### src/rtl/carry_skip_adder_if.sv
// Operand/result bundle for the registered carry-skip adder.
// The master drives operands and carry-in; the slave returns the registered sum and carry.
interface carry_skip_adder_if #(
    parameter int WIDTH = 4
);
    logic [WIDTH-1:0] a;
    logic [WIDTH-1:0] b;
    logic             cin;
    logic [WIDTH-1:0] sum;
    logic             carry;

    modport master (
        output a,
        output b,
        output cin,
        input  sum,
        input  carry
    );

    modport slave (
        input  a,
        input  b,
        input  cin,
        output sum,
        output carry
    );
endinterface

### src/rtl/carry_skip_adder.sv
// Registered WIDTH-bit adder built from BLOCK-bit ripple groups with per-group carry bypass.
// {carry, sum} is a + b + cin one clock after the operands are presented.
module carry_skip_adder #(
    parameter int WIDTH = 4,
    parameter int BLOCK = 4
) (
    input  logic                clk,
    input  logic                rst_n,
    carry_skip_adder_if.slave   bus
);
    localparam int NGRP = (WIDTH + BLOCK - 1) / BLOCK;

    logic [WIDTH-1:0] p_s;
    logic [WIDTH-1:0] g_s;
    logic [WIDTH-1:0] sum_s;
    logic [NGRP:0]    gc_s;

    logic [WIDTH-1:0] sum_d;
    logic [WIDTH-1:0] sum_q;
    logic             carry_d;
    logic             carry_q;

    assign p_s     = bus.a ^ bus.b;
    assign g_s     = bus.a & bus.b;
    assign gc_s[0] = bus.cin;

    for (genvar k = 0; k < NGRP; k++) begin : g_grp
        localparam int LO = k * BLOCK;
        localparam int HI = (((LO + BLOCK) > WIDTH) ? WIDTH : (LO + BLOCK)) - 1;
        localparam int GW = HI - LO + 1;

        logic [GW:0] rc_s;

        assign rc_s[0] = gc_s[k];

        for (genvar j = 0; j < GW; j++) begin : g_bit
            assign rc_s[j+1]    = g_s[LO+j] | (p_s[LO+j] & rc_s[j]);
            assign sum_s[LO+j]  = p_s[LO+j] ^ rc_s[j];
        end

        // Skip mux: a fully propagating group passes its carry-in straight through.
        assign gc_s[k+1] = (&p_s[HI:LO]) ? gc_s[k] : rc_s[GW];
    end

    // Next-state for the result registers, cleared while reset is held.
    always_comb begin
        sum_d   = {WIDTH{1'b0}};
        carry_d = 1'b0;
        if (!rst_n) begin
            sum_d   = {WIDTH{1'b0}};
            carry_d = 1'b0;
        end else begin
            sum_d   = sum_s;
            carry_d = gc_s[NGRP];
        end
    end

    // Result registers.
    always_ff @(posedge clk) begin
        sum_q   <= sum_d;
        carry_q <= carry_d;
    end

    assign bus.sum   = sum_q;
    assign bus.carry = carry_q;
endmodule

### src/flat_wrapper.sv
// flat-port wrapper written by rule: the top's interface ports become plain ports
module carry_skip_adder_flat 
#(
    parameter int WIDTH = 4,
    parameter int BLOCK = 4
)
  (clk, rst_n, bus_a, bus_b, bus_cin, bus_sum, bus_carry);
  carry_skip_adder_if #(.WIDTH(WIDTH)) bus_i ();
  input  logic clk;
  input  logic rst_n;
  input wire logic [$bits(bus_i.a)-1:0] bus_a;
  input wire logic [$bits(bus_i.b)-1:0] bus_b;
  input wire logic [$bits(bus_i.cin)-1:0] bus_cin;
  output wire logic [$bits(bus_i.sum)-1:0] bus_sum;
  output wire logic [$bits(bus_i.carry)-1:0] bus_carry;
  assign bus_i.a = bus_a;
  assign bus_i.b = bus_b;
  assign bus_i.cin = bus_cin;
  assign bus_sum = bus_i.sum;
  assign bus_carry = bus_i.carry;
  carry_skip_adder #(.WIDTH(WIDTH), .BLOCK(BLOCK)) u_core (.clk(clk), .rst_n(rst_n), .bus(bus_i));
endmodule
### config.mk
export PLATFORM = sky130hd
export DESIGN_NAME = carry_skip_adder_flat
export DESIGN_NICKNAME = d
export VERILOG_FILES = /design/src/rtl/carry_skip_adder_if.sv /design/src/rtl/carry_skip_adder.sv /design/src/flat_wrapper.sv
export SDC_FILE = /design/constraint.sdc
export NUM_CORES = 1
export LEC_CHECK = 0
export BUFFER_PORTS_ARGS = -buffer_cell sky130_fd_sc_hd__buf_2
export CAP_MARGIN = 20
export CELL_PAD_IN_SITES_DETAIL_PLACEMENT = 1
export CELL_PAD_IN_SITES_GLOBAL_PLACEMENT = 1
export CORE_AREA = 2 2 39 41
export CTS_BUF_LIST = sky130_fd_sc_hd__clkbuf_2 sky130_fd_sc_hd__clkbuf_4 sky130_fd_sc_hd__clkbuf_8
export DETAILED_ROUTE_END_ITERATION = 10
export DIE_AREA = 0 0 41 43
export PLACE_DENSITY = 0.6
export RECOVER_POWER = 50
export SKIP_LAST_GASP = 1
export SLEW_MARGIN = 15
export SYNTH_ARGS = -nofsm -noshare
export SYNTH_HDL_FRONTEND = slang
export SYNTH_SLANG_ARGS = --single-unit
export TNS_END_PERCENT = 1
### constraint.sdc
create_clock -name clk -period 2.1 [get_ports clk]
set_clock_uncertainty 0.15 [all_clocks]
set_input_delay 0.105 -clock clk [delete_from_list [all_inputs] [get_ports clk]]
set_output_delay 0.105 -clock clk [all_outputs]
set_load 0.05 [all_outputs]
==> results by group <==
Run status
  – Run status: complete, no violations

Die
  – Starting Density: 22.2%
  – Num ports: 16
  – Die boundary height: 43 µm
  – Core Area: 1380 µm²
  – Die area: 1760 µm²
  – Die width: 41 µm
  – FP Rows: 14

Placement
  – GP Congestion: 0.635
  – Placement Cell Area: 403 µm²
  – IO Port Bufs: 15
  – Pre-CTS setup slack: 0.0596 ns
  – DP HPWL: 460 µm

Yosys
  – Syn_area_per_cell: 11.0 µm²
  – Cells after Synth: 28
  – Mapped cell area: 308 µm²
  – Synthesized Nets: 47
  – YS warnings: 0
  – Synth Register Bits: 5
  – Synth unique cells: 10
  – Register area share after synthesis: 32.5%

Global routing
  – Vias in the first global route: 232
  – GRT Util Overall: 7.55%
  – Antenna violations before repair: 0
  – Grt total ovfl: 0
  – Pin count of the biggest net entering global routing: 7
  – First-pass GRT wire length: 855 µm

Worst setup path
  – Kind of end point of the critical path: register
  – Crit path from: bus_cin
  – Max incr delay on CP: 0.40 ns
  – Req. time, crit path: 2.13 ns
  – Max FO, Critical Path: 2
  – Critical Path Start Type: input pin
  – Worst EP arrival: 1.80 ns
  – Top cell by count, worst path: fa_1
  – Type of the worst setup path: in -> reg
  – Slowest stage cell on the critical path: fa_1
  – CP cell instances: buf_2 -> inv_1 -> fa_1 -> inv_1 -> fa_1 -> fa_1 -> inv_1 -> fa_1 -> nor2b_1

STA
  – Tcrit/Tclk final: 84.6%
  – Endpoints failing hold: 0
  – Final setup margin: 0.322 ns
  – Crit path time final: 1.78 ns
  – Max Fclk: 563 MHz
  – Max-slew headroom: 60.4%
  – Final setup viols: 0
  – RSZ-0062 raised after global routing: false
  – Setup TNS: 0 ns
  – Max-slew violation count: 0
  – Slew of the pin with the lowest slew margin: 0.597 ns

Min path
  – Worst hold start: bus_a[1]
  – Worst min path class: in -> reg

Drt
  – Avg WL per Cell: 7.66 µm
  – Vias/cell: 3.68
  – DR DRC count: 0
  – Final WL: 498 µm
  – 1st-pass router iterations: 1
  – DR vias: 239
  – Routed Antenna Nets: 0
  – Initial DRC Count: 0

Cells and area
  – Layout Nets: 69
  – Area grow syn2layout: 45.1%
  – Area of the multi-input gates: 181 µm²
  – Share of cells above drive strength 1: 28.6%
  – Most frequent cells in the layout: 10 x buf_2, 7 x inv_1, 5 x clkbuf_1, 5 x dfxtp_1
  – Fill count: 170
  – Post-route cell area: 447 µm²
  – Diode count: 0
  – Commonest non-fill, non-tap cell in the layout: buf_2
  – FF/Latch Area: 100 µm²

Clock network
  – Cts repair resizes: 0
  – Clock-pin slew on the worst setup and hold paths: 0.04 ns
  – Total CTS buffers: 3
  – CTS H-tree depth: 1
  – Clock sink count: 5
  – CTS tree: yes
  – Clock buffer depth: 2
  – Clk root buf: clkbuf_4

Job
  – Max-Cap Viols: 0

Power
  – PwrDens: 723 nW/µm²
  – Worst IR Drop VDD: 142 µV
  – Leak: 0.000237 µW
==> repair_timing <==
item | 4_1_cts | 5_1_grt
endpoints found under the hold margin | 2 | 0
hold buffers | 2 | 0
buffers inserted | 0 | 0
==> flip-flops by register name (all words and copies together), names as in the netlist <==
name,cells
u_core.bus.carry,1
u_core.bus.sum,4
==> power breakdown <==
part           internal [µW]  leakage, µW  total (µW)  switching [µW]
logic                   28.8     0.000177        93.4            64.6
clock network           84.5    0.0000184         121            36.3
registers                106    0.0000417         109            2.24
==> final timing paths <==
path / endpoint / slack (ns) / cells past startpoint
setup / recovery: u_core.bus.sum[3]$_SDFF_PN0_ / 0.32 / 9
hold / removal: u_core.bus.sum[1]$_SDFF_PN0_ / 0.12 / 3
==> cell type report <==
class	count	share of cell area, %
clock buffer	4	6.72
tap	16	4.48
timing repair buffer	17	19.9
inverter	7	5.88
sequential	5	22.4
multi-input combinational	16	40.6
==> per-layer routing <==
layer | global-route usage [%] | vias up | wire (µm)
met5 | 0 | - | 0
met3 | 1.57 | 0 | 52
met1 | 8.12 | 108 | 184
li1 | - | 121 | -
met2 | 10.9 | 10 | 261
met4 | 8.00 | 0 | 0
==> synthesized netlist by cell type <==
cell	instances	share of area (%)
and2_1	2	4.1
dfxtp_1	5	33
fa_1	4	26
ha_1	4	16
inv_1	7	8.5
mux2i_1	1	3.3
nand2_1	1	1.2
nand2b_1	1	2.0
nand4_1	1	2.0
nor2b_1	2	4.1
==> cells by family (layout without fill, tap and decap cells) <==
group | count (synthesis) | count (layout) | synth area share (%)
adders and majority gates | 8 | 8 | 42.3
buffers and inverters | 7 | 28 | 8.54
DFF | 5 | 5 | 32.5
muxes | 1 | 1 | 3.25
and+or+nand+nor | 7 | 7 | 13.4
==> worst max-delay path: cells and delay by family <==
family,cells,cell delay (ns)
and+or+nand+nor,1,0.11
adders and majority gates,4,1.30
buffers and inverters,4,0.30
==> metrics by stage <==
step	util, %	hold WS [ns]	power (µW)	cells
after CTS	32.7	0.110	334	65
after global routing	32.3	0.130	353	65
after floorplan	-	0.0767	175	28
after detailed placement	29.1	0.246	206	59
after global placement	29.1	0.245	204	59
final	32.3	0.116	323	65
Note: power is estimated with default switching activity, not from simulation.
